$ cat config.mk
export PLATFORM = sky130hd
export DESIGN_NAME = telemetry_scheduler
export DESIGN_NICKNAME = d
export VERILOG_FILES = /design/src/rtl/telemetry_scheduler.sv
export SDC_FILE = /design/constraint.sdc
export NUM_CORES = 1
export LEC_CHECK = 0
export ABC_AREA = 1
export CORE_MARGIN = 1
export CORE_UTILIZATION = 35
export DETAILED_ROUTE_END_ITERATION = 8
export GPL_TIMING_DRIVEN = 0
export PLACE_DENSITY = 0.59
export SETUP_SLACK_MARGIN = 0.2
export SLEW_MARGIN = 5
export SYNTH_ARGS = -nofsm -noshare
export SYNTH_HDL_FRONTEND = slang
export SYNTH_SLANG_ARGS = --single-unit
$ cat constraint.sdc
create_clock -name clk -period 7.21 [get_ports clk]
set_clock_uncertainty 0.2 [all_clocks]
set_input_delay 1.0815 -clock clk [delete_from_list [all_inputs] [get_ports clk]]
set_output_delay 1.0815 -clock clk [all_outputs]
set_load 0.1 [all_outputs]
$ cat src/rtl/telemetry_scheduler.sv
// Shared-UART telemetry sequencer: arbitrates fault reports over periodic status
// snapshots, builds checksummed frames and streams them over a valid/ready link.
module telemetry_scheduler #(
  parameter int STATUS_PERIOD = 25000000,
  parameter int GAP_CYCLES    = 217,
  parameter int CNT_W         = 25
) (
  input  logic       clk,
  input  logic       rst,
  input  logic       en,
  input  logic       fault_in,
  input  logic [7:0] fault_code,
  input  logic [7:0] sensors,
  input  logic [7:0] actuators,
  input  logic [7:0] cfg,
  output logic [7:0] tx_data,
  output logic       tx_valid,
  input  logic       tx_ready,
  output logic       busy,
  output logic       frame_done,
  output logic [7:0] drop_count
);

  localparam int GW = (GAP_CYCLES > 1) ? $clog2(GAP_CYCLES) : 1;
  localparam logic [CNT_W-1:0] CNT_LAST = CNT_W'(STATUS_PERIOD - 1);
  localparam logic [GW-1:0]    GAP_LAST = GW'((GAP_CYCLES > 0) ? GAP_CYCLES - 1 : 0);

  typedef enum logic [1:0] {IDLE, SEND, GAP} state_t;

  typedef struct packed {
    logic [4:0][7:0] bytes;
    logic [2:0]      len;
  } frame_t;

  state_t           state, state_nxt;
  logic             fault_q, fault_pend, status_pend;
  logic [7:0]       code_q;
  logic [CNT_W-1:0] cnt;
  logic [GW-1:0]    gcnt;
  logic [2:0]       idx;
  frame_t           frm, frm_new;
  logic [8:0]       drop_sum;

  logic fault_edge, wrap, start, take_fault, take_status;
  logic fault_drop, status_drop, accept, last_byte, gap_end;

  assign fault_edge  = fault_in & ~fault_q;
  assign wrap        = en & (cnt == CNT_LAST);
  assign start       = (state == IDLE) & en & (fault_pend | status_pend);
  assign take_fault  = start & fault_pend;
  assign take_status = start & ~fault_pend & status_pend;
  // A request landing in the cycle its flag is consumed is a fresh request, not a drop.
  assign fault_drop  = fault_edge & fault_pend & ~take_fault;
  assign status_drop = wrap & status_pend & ~take_status;
  assign accept      = (state == SEND) & tx_ready;
  assign last_byte   = accept & (idx == frm.len - 3'd1);
  assign gap_end     = (state == GAP) & (gcnt == GAP_LAST);
  assign drop_sum    = {1'b0, drop_count} + 9'(fault_drop) + 9'(status_drop);

  assign tx_valid = (state == SEND);
  assign tx_data  = tx_valid ? frm.bytes[idx] : 8'h00;
  assign busy     = (state != IDLE);

  always_comb begin
    frm_new = '0;
    if (fault_pend) begin
      frm_new.bytes[0] = 8'h46;
      frm_new.bytes[1] = code_q;
      frm_new.bytes[2] = 8'h46 ^ code_q;
      frm_new.len      = 3'd3;
    end else begin
      frm_new.bytes[0] = 8'h53;
      frm_new.bytes[1] = sensors;
      frm_new.bytes[2] = actuators;
      frm_new.bytes[3] = cfg;
      frm_new.bytes[4] = 8'h53 ^ sensors ^ actuators ^ cfg;
      frm_new.len      = 3'd5;
    end
  end

  always_comb begin
    state_nxt = state;
    case (state)
      IDLE:    if (start) state_nxt = SEND;
      SEND:    if (last_byte) state_nxt = (GAP_CYCLES == 0) ? IDLE : GAP;
      GAP:     if (gap_end) state_nxt = IDLE;
      default: state_nxt = IDLE;
    endcase
  end

  always_ff @(posedge clk or posedge rst) begin
    if (rst) state <= IDLE;
    else     state <= state_nxt;
  end

  always_ff @(posedge clk or posedge rst) begin
    if (rst) begin
      fault_q     <= 1'b0;
      fault_pend  <= 1'b0;
      status_pend <= 1'b0;
      code_q      <= '0;
      cnt         <= '0;
      gcnt        <= '0;
      idx         <= '0;
      frm         <= '0;
      frame_done  <= 1'b0;
      drop_count  <= '0;
    end else begin
      fault_q <= fault_in;
      if (fault_edge)      fault_pend <= 1'b1;
      else if (take_fault) fault_pend <= 1'b0;
      // Later edges while a fault is outstanding keep the first code.
      if (fault_edge & (~fault_pend | take_fault)) code_q <= fault_code;
      if (wrap)             status_pend <= 1'b1;
      else if (take_status) status_pend <= 1'b0;
      if (en) cnt <= wrap ? '0 : cnt + 1'b1;
      drop_count <= drop_sum[8] ? 8'hFF : drop_sum[7:0];
      if (start) begin
        frm <= frm_new;
        idx <= '0;
      end else if (accept & ~last_byte) begin
        idx <= idx + 3'd1;
      end
      gcnt       <= (state == GAP) ? gcnt + 1'b1 : '0;
      frame_done <= last_byte;
    end
  end

endmodule

## Word level (Yosys, flattened, before mapping)

Cells that the tools add are included.

- Output and inout port bits: 19
- Logic and storage cells: 82
- Input port bits: 37
- Register bits: 101

- Equal/unequal tests: 8
- Multiplexer cells: 18
- Bitwise logic cells: 27
- Add/subtract/negate cells: 6
- Reductions and logical operators: 6
- Order comparisons: 1

Operators by type and width:

| operator | count |
|---|---|
| 2-to-1 mux 8 bit | 4 |
| 2-to-1 mux 27 bit | 1 |
| adder 25 x 1 -> 25 bit, second input constant | 1 |
| == test 25 bit, second input constant | 1 |
| 2-to-1 mux 25 bit | 1 |
| binary-select mux 8 bit (select 3 bit) | 1 |
| bitwise AND 1 bit | 16 |
| 2-to-1 mux 16 bit | 1 |
| bitwise XOR 8 bit | 2 |
| adder 8 x 1 -> 9 bit | 1 |
| adder 9 x 1 -> 9 bit | 1 |
| adder 8 x 1 -> 8 bit, second input constant | 1 |
| == test 8 bit, second input constant | 1 |
| nonzero test 2 bit | 4 |
| 2-to-1 mux 2 bit | 3 |
| 2-to-1 mux 3 bit | 2 |
| one-hot mux 2 bit (3 select lines) | 1 |
| NOT 1 bit | 5 |
| less-than comparator 3 x 4 -> 1 bit, second input constant | 1 |
| 2-to-1 mux 1 bit | 4 |
| inequality test 2 bit, second input constant | 2 |
| NOT 4 bit | 1 |
| adder 3 x 1 -> 3 bit, second input constant | 1 |
| == test 3 bit | 1 |
| other kinds (8) | 9 |

## Depth between registers and ports, before layout

- Depth after elaboration: 9
- Depth in mapped cells: 15

## Worst setup path before layout

No wires, ideal clock.

- Kind: reg2out
- Start point: register state[1]
- End point: output port tx_data[0]
- Slack: 3.259 ns
- Buffers on the path: 0
- Stages on the path, launching flop included: 4
- Data arrival time: 2.670 ns
- Cell sequence: dfrtp_1 nor2_4 nand2_1 a41oi_1

- Word-level cells in the longest chain between the ends: 2

RTL lines:

| element | line | source |
|---|---|---|
| from (decl) | 35 | `state_t state, state_nxt;` |
| from (signal assigned) | 93 | `else state <= state_nxt;` |
| == test 2 x 1 -> 1 bit | 60 | `assign tx_valid = (state == SEND);` |
| net tx_valid | 17 | `output logic tx_valid,` |
| 2-to-1 mux 8 bit | 61 | `assign tx_data = tx_valid ? frm.bytes[idx] : 8'h00;` |
| to (decl) | 16 | `output logic [7:0] tx_data,` |

The timed path passes the listed nets, and every way through them passes these cells.

## Worst setup path after layout

- Start point: register idx[0]
- End point: output port tx_data[1]

- Word-level cells in the longest chain between the ends: 3

RTL lines:

| element | line | source |
|---|---|---|
| from (decl) | 40 | `logic [2:0] idx;` |
| from (signal assigned) | 122 | `idx <= idx + 3'd1;` |
| binary-select mux 8 bit (select 3 bit) | 61 |  |
| 2-to-1 mux 8 bit (not written as such) | 61 |  |
| 2-to-1 mux 8 bit | 61 |  |

No other way between the ends. The select of a mux whose other input is x is not followed.

==> impl_metrics.toml <==
[status]
run_status = "finished clean"

[critical_path]
rr_worst_depth = 13
start_kind = "flop"
regToRegSetupSlack_ns = 4.41
reg2reg_from = "cnt[1]$_DFFE_PP0P_"
endpoint_kind = "output pin"
r2r_end = "drop_count[3]$_DFF_PP0_"
crit_required_ns = 5.93
setup.worst_path.class = "reg -> out"
cp.arrival_ns = 2.96
path_max_fanout = 10
critPathLaunch = "idx[0]$_DFFE_PP0P_"

[final_layout]
multiInputGateArea_mm2 = 0.002317
final_cells = 855
n_antenna_cell = 0
nNetsFinal = 713
layout-drive-gt1-share_pct = 11.70
fillers = 1383
seqCellArea_mm2 = 0.002327
area_delta_synth_final_pct = 21.51
final_util_pct = 43.88

[die]
start_util_pct = 36.11
die_h_um = 121.9
dieArea_mm2 = 0.01486
core-area_mm2 = 0.01393
num_io_pins = 56
die_x_um = 121.9
row_count = 43

[synthesis]
netlist_top_cells_count = "nand2_1 (142), dfrtp_1 (93), inv_1 (69), nor2_1 (48), nand3_1 (36)"
synth_top_area_share_pct = 46.25
synth.cell_area_mm2 = 0.005032
synth_area_leaders = "dfrtp_1 (46%), nand2_1 (11%), inv_1 (5.1%)"
post-synth-top-area-cell = "dfrtp_1"
netlist_instances = 604
synth-seq-cells = 93
synth-warning-count = 0
syn-mean-instance-area_um2 = 8.332
ys_seq_area_share_pct = 46.25
synth_enable_flop_cells = 0
synth_cell_type_count = 42
yosysMostFrequentCell = "nand2_1"
synth_nets = 647
ys.flop_type = "dfrtp_1"
async_flop_share_pct = 100.0

[routing]
drt_wl_total_um = 11900
remaining_drc_errors = 0
vias = 4160
routedWlPerCell_um = 13.92
antenna_left = 0
drtPass1Iterations = 5
drtIter0Drc = 225
routed_via_density = 4.865

[global_routing]
overflow = 0
grt_max_degree = 48
antenna_found_initial = 0
grt_pass1_wl_um = 20190
grt_pass1_vias = 4063
track_usage_pct = 17.43

[sta]
fmax_mhz = 235.9
slew_headroom_pct = 34.32
layout_worst_path_cycle_share_pct = 58.79
fin_setup_tns_ns = 0
period_minus_slack_ns = 4.239
slew_viol_final = 0
setup_violations = 0
finalHoldViolCount = 0
tightest_slew_ns = 0.9821
rsz0062_at_grt = "false"

[hold_path]
hp-start = "code_q[4]$_DFFE_PP0P_"
min_path_type = "reg -> reg"
holdPathEnd = "code_q[4]$_DFFE_PP0P_"
min_path_cells = 2

[clock_network]
cts_tree = "done"
hold_buffers = 0
clk_latency_ns = 0.34
cts.sinks = 93
h-tree-depth = 3
postCtsResizedCells = 0
root_buffer = "clkbuf_16"
post_cts_buffers = 0
clkTransAtPathRegs_ns = 0.06
numCtsBuffers = 9
cts_max_path_buffers = 2

[run]
maxCapViolations = 0

[placed_design]
hpwlAfterDp_um = 8995
place_congestion = 0.8806
dp_cells = 839
portBuffers = 54

[pwr]
peakVddDrop_mv = 0.3035
cellPowerDensity_mw_per_mm2 = 393.8
p_leak_nw = 2.832
per-layer routing:
metal	GRT usage (%)	routed length, um	vias up	part of all wire [%]
li1	-	-	2092	-
met1	24.32	5678	1978	48
met2	27.15	5546	78	47
met3	3.558	554	12	4.7
met4	5.093	121	0	1.0
met5	0	0	-	0
report_power, final:
part           internal [mW]  switching [mW]  leakage [nW]
registers              0.685           0.111          1.17
clock network          0.253           0.206         0.138
logic                  0.320           0.833          1.53
total                   1.26            1.15          2.83
state kept, by name, indices dropped and copies added (netlist names):
signal	flops
frm	35
cnt	25
code_q	8
drop_count	8
gcnt	8
idx	3
state	2
fault_pend	1
fault_q	1
frame_done	1
status_pend	1
critical path: stages (launching register included):
cell	delay [ns]
dfrtp_1	0.40
buf_2	0.19
nor2_1	0.19
inv_1	0.15
o21ai_0	0.18
nand2_1	0.07
a41oi_1	0.24
clkdlybuf4s50_1	1.19
layout make-up:
type                            instances  area share [%]
Buffer                                 13           1.453
Clock buffer                           11           4.133
Clock inverter                          5          0.5525
Inverter                               79           4.931
Multi-Input combinational cell        419           37.90
Sequential cell                        93           38.06
Tap cell                              180           3.683
Timing Repair Buffer                   55           9.290
worst max-delay path by stage:
stage / to / depth (start not counted) / slack, ns
after floorplan: tx_data[0] / 3 / 3.26
final: tx_data[1] / 7 / 2.97
after global placement: drop_count[3]$_DFF_PP0_ / 2 / 2.01
after detailed placement: tx_data[2] / 7 / 3.37
after global routing: tx_data[1] / 7 / 2.78
after CTS: tx_data[2] / 7 / 2.99
per-stage QoR:
stage / setup WS, ns / hold WS (ns) / instance area, um2 / total power, mW
final: 2.972 / 0.2792 / 6115 / 2.408
after global routing: 2.779 / 0.2970 / 6115 / 2.556
after floorplan: 3.259 / 0.2422 / 5032 / 1.665
after detailed placement: 3.369 / 0.2619 / 5828 / 1.957
after global placement: 2.014 / 0.2599 / 5798 / 1.934
after CTS: 2.986 / 0.2776 / 6115 / 2.425
cells in the final DEF (no fill, tap or decap), drive strengths merged, types with 2 or more instances in the layout:
cell,count
a21oi,27
a41oi,4
buf,12
clkbuf,13
clkdlybuf4s50,54
clkinv,4
clkinvlp,2
dfrtp,93
ha,5
inv,78
nand2,151
nand3,40
nand4,18
nor2,68
nor3,10
nor3b,3
o211ai,4
o21ai,47
o22ai,8
xnor2,16
xor2,13
kinds of logic (layout without fill, tap and decap cells):
group	Yosys count	count (layout)	share of synthesized area (%)
XOR/XNOR	29	29	5.047
flip-flops	93	93	46.25
buffers and inverters	92	163	7.708
adder cells (fa/ha/maj)	6	6	1.641
AO/OA/AOI/OAI	92	92	10.37
AND/OR/NAND/NOR	292	292	28.99
Note: power is estimated with default switching activity, not from simulation.
==> patch 1, RTL diff (same flow settings) <==
The 3 states of `state_t` get a one-hot encoding in 3 bits.
--- a/src/rtl/telemetry_scheduler.sv
+++ b/src/rtl/telemetry_scheduler.sv
@@ -25,7 +25,7 @@
   localparam logic [CNT_W-1:0] CNT_LAST = CNT_W'(STATUS_PERIOD - 1);
   localparam logic [GW-1:0]    GAP_LAST = GW'((GAP_CYCLES > 0) ? GAP_CYCLES - 1 : 0);
 
-  typedef enum logic [1:0] {IDLE, SEND, GAP} state_t;
+  typedef enum logic [2:0] {IDLE = 3'b001, SEND = 3'b010, GAP = 3'b100} state_t;
 
   typedef struct packed {
     logic [4:0][7:0] bytes;
Check against the original RTL: no difference found for any inputs over 10 cycles, from zero or initial values and one cycle with rst high; not proved beyond that.
==> patch 1 against the unedited design <==
- synthesized cell count rose by 2.5%
- final cell count is 1.3% higher
- sequential cell count increased by 1
- cell area down 1.3%
- maximum frequency shrank 2.3%
- routed wire length decreased by 0.61%
- register-to-register slack worse by 0.32 ns
- area after synthesis fell by 2.2%
- worst setup slack got worse by 0.10 ns
- critical path depth fell by 2
- die area shrank 2.2%
- count of clock-buffer cells in the layout grew 1
- total power decreased by 12%
- sequential share of layout area increased by 0.92 points
- critical path type unchanged
==> patch 1: results (changes against the unedited design) <==
- Worst slew margin: 34.1% (-0.20 points)
- Avg Cell Area, Syn: 7.95 µm² (-4.6%)
- Routed via count: 4214 (+1.3%)
- Number of global-route vias before repair: 4115 (+1.3%)
- GPL Wtd Cong: 0.853 (-3.1%)
- Sequential share of the synthesized area: 47.8% (+1.6 points)
- Detailed Place HPWL: 8860 µm (-1.5%)
- Worst ir drop on vdd: 0.000212 V (-30%)
- CP max FO: 9 (-1)
- Post-synth top cells: 152 x nand2_1, 93 x dfrtp_1, 84 x inv_1, 61 x nor2_1, 47 x nand3_1
- Area growth from synthesis to layout: 22.7%
- Number of iterations in the first detailed-routing pass: 4 (-1)
- Share of cells above drive strength 1: 6.96% (-4.7 points)
- Synth cell types: 34 (-19%)
- WL/cell: 13.7 µm (-1.9%)
- Fillers: 1386 (+0.22%)
- Final cell count without fillers: 866 (+1.3%)
- CP Data Arrival Time: 3.06 ns (+0.10 ns)
- Syn Nets: 662 (+2.3%)
- Clk pwr share: 23.9% (+4.8 points)
- Internal power: 1250 µW (-0.70%)
- GRT Util Overall: 17.4% (about the same)
- PortBufs: 55 (+1.9%)
- DRT iter0 DRCs: 264 (+17%)
- Pre-CTS WS: 3.00 ns (-0.368 ns)
- Synth area leaders: dfrtp_1 47%, nand2_1 12%, inv_1 6.4%
- NumNets Final: 729 (+2.2%)
- Comb power: 836 µW (-27%)
- Clock group: 507 µW (+10%)
- Reg2Reg Depth: 13 (unchanged)
- Hold Path Stages: 2 (unchanged)
- Status: completed
- Largest net degree at the start of global routing: 50 (+4.2%)
- Dpl cell area: 5720 µm² (-1.8%)
- Pleak: 0.00291 µW (+2.7%)
- Dpl cells: 851 (+1.4%)
-- patch 1: cell count changes in the layout (fill, tap and decap cells not counted), sizes merged, moves of 3 or more --
cell,before,now
a21oi,27,23
inv,78,87
nand2,151,157
nand3,40,49
nand4,18,15
o21ai,47,42
o22ai,8,12
xnor2,16,13
xor2,13,16
-- patch 1: area by class of cell --
cell class	count	area share, %
Buffer	14	1.64
Clock buffer	12	4.08
Clock inverter	3	1.14
Inverter	88	5.51
Multi-Input combinational cell	423	35.4
Sequential cell	94	39.0
Tap cell	176	3.65
Timing Repair Buffer	56	9.58
-- patch 1: metal layers --
layer / routed length [µm] / global-route usage (%) / vias up
met5: 0 / 0 / -
met4: 146 / 4.78 / 0
met3: 456 / 3.54 / 13
met2: 5800 / 29.3 / 71
met1: 5430 / 22.8 / 2011
li1: - / - / 2119
-- patch 1: logic make-up (layout without fill, tap and decap cells) --
group,Yosys count,after routing,share of synthesized area (%)
buffers and inverters,102,173,8.72
xor gates and xnor gates,29,29,5.16
adders and majority gates,6,6,1.68
AOI/OAI and AO/OA,85,85,9.41
DFF,94,94,47.8
and+or+nand+nor,303,303,27.2
-- patch 1: worst paths after layout --
path	start	to	slack, ns
hold reg to reg	code_q[4]	code_q[4]	0.27
setup / recovery	idx[1]	tx_data[4]	2.87
max in group asynchronous	rst	frm[22]	5.19
min in group asynchronous	rst	gcnt[4]	0.97
hold / removal	code_q[4]	code_q[4]	0.27
setup reg to reg	cnt[0]	drop_count[6]	4.09
-- patch 1: critical path, cell delays in order (launching register included) --
cell and delay [ns]:
dfrtp_1 0.38, buf_2 0.20, nor2_1 0.52, nand2_1 0.15, a41oi_1 0.29, clkdlybuf4s50_1 1.18
==> patch 2, RTL diff (config.mk and constraints unchanged) <==
Without the edit above. `GAP_CYCLES`: 217 -> 434.
--- a/src/rtl/telemetry_scheduler.sv
+++ b/src/rtl/telemetry_scheduler.sv
@@ -2,7 +2,7 @@
 // snapshots, builds checksummed frames and streams them over a valid/ready link.
 module telemetry_scheduler #(
   parameter int STATUS_PERIOD = 25000000,
-  parameter int GAP_CYCLES    = 217,
+  parameter int GAP_CYCLES    = 434,
   parameter int CNT_W         = 25
 ) (
   input  logic       clk,
Behaviour: no difference found for any inputs over 10 cycles, from zero or initial values and one cycle with rst high; that may be too few to reach the edited logic, so the function may still have changed.
==> patch 2 against the unedited design <==
- sequential cell count up 1
- area after synthesis down 3.0%
- non-clock buffer count unchanged
- total power down 0.83%
- cell area down 2.4%
- synthesized cell count up 0.50%
- worst setup slack worse by 0.039 ns
- routed wire length up 1.6%
- critical endpoint is now tx_data[6]
- highest routed layer unchanged
==> patch 2: results (changes against the unedited design) <==
- Status: completed
- Largest net degree at the start of global routing: 56 (+17%)
- Reg2Reg Depth: 11 (-2)
- Synth cell types: 36 (-14%)
- Critical path's top delay family: buffers and inverters
- First-pass GRT wire length: 20600 µm (+1.8%)
- Number of max-cap violations: 0 (unchanged)
- PostCTS Resize Cnt: 0 (unchanged)
- Cts bufs inserted: 9 (unchanged)
- GPL Wtd Cong: 0.830 (-5.8%)
- Yosys warning count: 0 (unchanged)
- Worst ir drop on vdd: 0.000269 V (-11%)
- Crit. Startpoint: idx[1]
- CTS Buffer Depth: 2 (unchanged)
- Flop2flop setup slack: 4.40 ns (about the same)
- H-tree Lvls: 3 (unchanged)
- CP Data Arrival Time: 3.00 ns (+0.04 ns)
- Routed WL: 12100 µm (+1.6%)
- Overflow left after global routing: 0 (unchanged)
- Clk pin slew, worst setup/hold paths: 0.06 ns (about the same)
- Sequential share of the synthesized area: 48.2% (+1.9 points)
- CP max FO: 10 (unchanged)
- Worst Setup EP: tx_data[6]
- # diodes: 0 (unchanged)
- Max incr delay on CP: 1.18 ns
- Number of antenna violations at the first check in global routing: 0 (unchanged)
- Number of global-route vias before repair: 4060 (-0.074%)
- NumNets Final: 717 (+0.56%)
- Clk Latency, worst-skew pair: 0.35 ns
- Clock Root Buffer: clkbuf_16
- FF-to-FF Start: cnt[0]
- Asr flop ratio synth: 100% (unchanged)
- Number of iterations in the first detailed-routing pass: 5 (unchanged)
- Biggest regs: frm: 35 flops, cnt: 25 flops, gcnt: 9 flops
- Setup repair bufs after CTS: 0 (unchanged)
- Syn Nets: 650 (+0.46%)
- GRT Util Overall: 18.3% (+0.90 points)
- DRT iter0 DRCs: 278 (+24%)
- Hold Crit Class: flip-flop to flip-flop
- Share of cells above drive strength 1: 6.92% (-4.8 points)
- Reg-to-reg endpoint: drop_count[4]
- DR vias/cell: 4.85 (-0.41%)
- Synth area leaders: dfrtp_1 48%, nand2_1 12%, inv_1 6.4%
- CP max-delay cell: clkdlybuf4s50_1
- Detailed Place HPWL: 8870 µm (-1.4%)
- Post-synth top cells: 155 x nand2_1, 94 x dfrtp_1, 83 x inv_1, 54 x nor2_1, 43 x nand3_1
- Pleak: 0.00287 µW (+1.3%)
- PortBufs: 55 (+1.9%)
- Worst slew margin: 33.2% (-1.1 points)
==> patch 2: worst reg2reg max path, stage by stage, from the launching register on <==
cell and delay [ns]:
dfrtp_1 0.40, ha_1 0.22, nand3_1 0.13, nor3_2 0.21, nand2_2 0.16, buf_6 0.19, nor3_2 0.21, fa_1 0.24
nand2_1 0.12, nor3b_1 0.31, nand2_1 0.22, o21ai_0 0.12
==> patch 2: cell type report <==
| type | instances | area, µm² |
|---|---|---|
| Timing Repair Buffer | 56 | 578 |
| Clock inverter | 5 | 33.8 |
| Inverter | 87 | 329 |
| Sequential cell | 94 | 2350 |
| Multi-Input combinational cell | 414 | 2120 |
| Buffer | 12 | 83.8 |
| Tap cell | 176 | 220 |
| Clock buffer | 11 | 253 |
| Fill cell | 1356 | 7430 |
==> patch 2: worst min path at each step <==
stage	from	endpoint	slack, ns	depth (start not counted)
4_1_cts	code_q[3]	code_q[3]	0.29	2
3_5_place_dp	code_q[3]	code_q[3]	0.27	2
2_1_floorplan	code_q[0]	code_q[0]	0.24	2
6_report	code_q[4]	code_q[4]	0.29	2
3_3_place_gp	code_q[0]	code_q[0]	0.26	2
5_1_grt	code_q[0]	code_q[0]	0.32	2
==> patch 2: metal layers <==
metal / up-vias / routed length, µm / track usage [%]
li1: 2078 / - / -
met1: 1957 / 5890 / 26.0
met2: 96 / 5300 / 26.8
met3: 12 / 700 / 3.94
met4: 0 / 202 / 7.73
met5: - / 0 / 0
==> patch 2: cell families after synthesis <==
group,count (synthesis),synth area share [%]
compound gates,90,10.4
mux,1,0.205
simple gates,287,25.8
flops,94,48.2
xor+xnor,30,5.38
fa+ha+maj,6,1.69
buf+inv,99,8.40
==> patch 2: through the flow <==
step | utilization (%) | cells | hold slack [ns] | cell area [µm²] | setup WS (ns)
2_1_floorplan | - | 607 | 0.242 | 4880 | 2.88
3_3_place_gp | 42.2 | 838 | 0.263 | 5650 | 1.94
3_5_place_dp | 42.4 | 839 | 0.274 | 5680 | 3.09
4_1_cts | 44.6 | 855 | 0.290 | 5970 | 2.92
5_1_grt | 44.6 | 855 | 0.320 | 5970 | 2.80
6_report | 44.6 | 855 | 0.291 | 5970 | 2.93
==> patch 2: report_power, final <==
| part | switching [µW] | total (µW) | internal, µW | leakage [µW] |
|---|---|---|---|---|
| clock network | 206 | 458 | 252 | 0.000138 |
| registers | 98.7 | 791 | 693 | 0.00117 |
| logic | 825 | 1140 | 314 | 0.00157 |
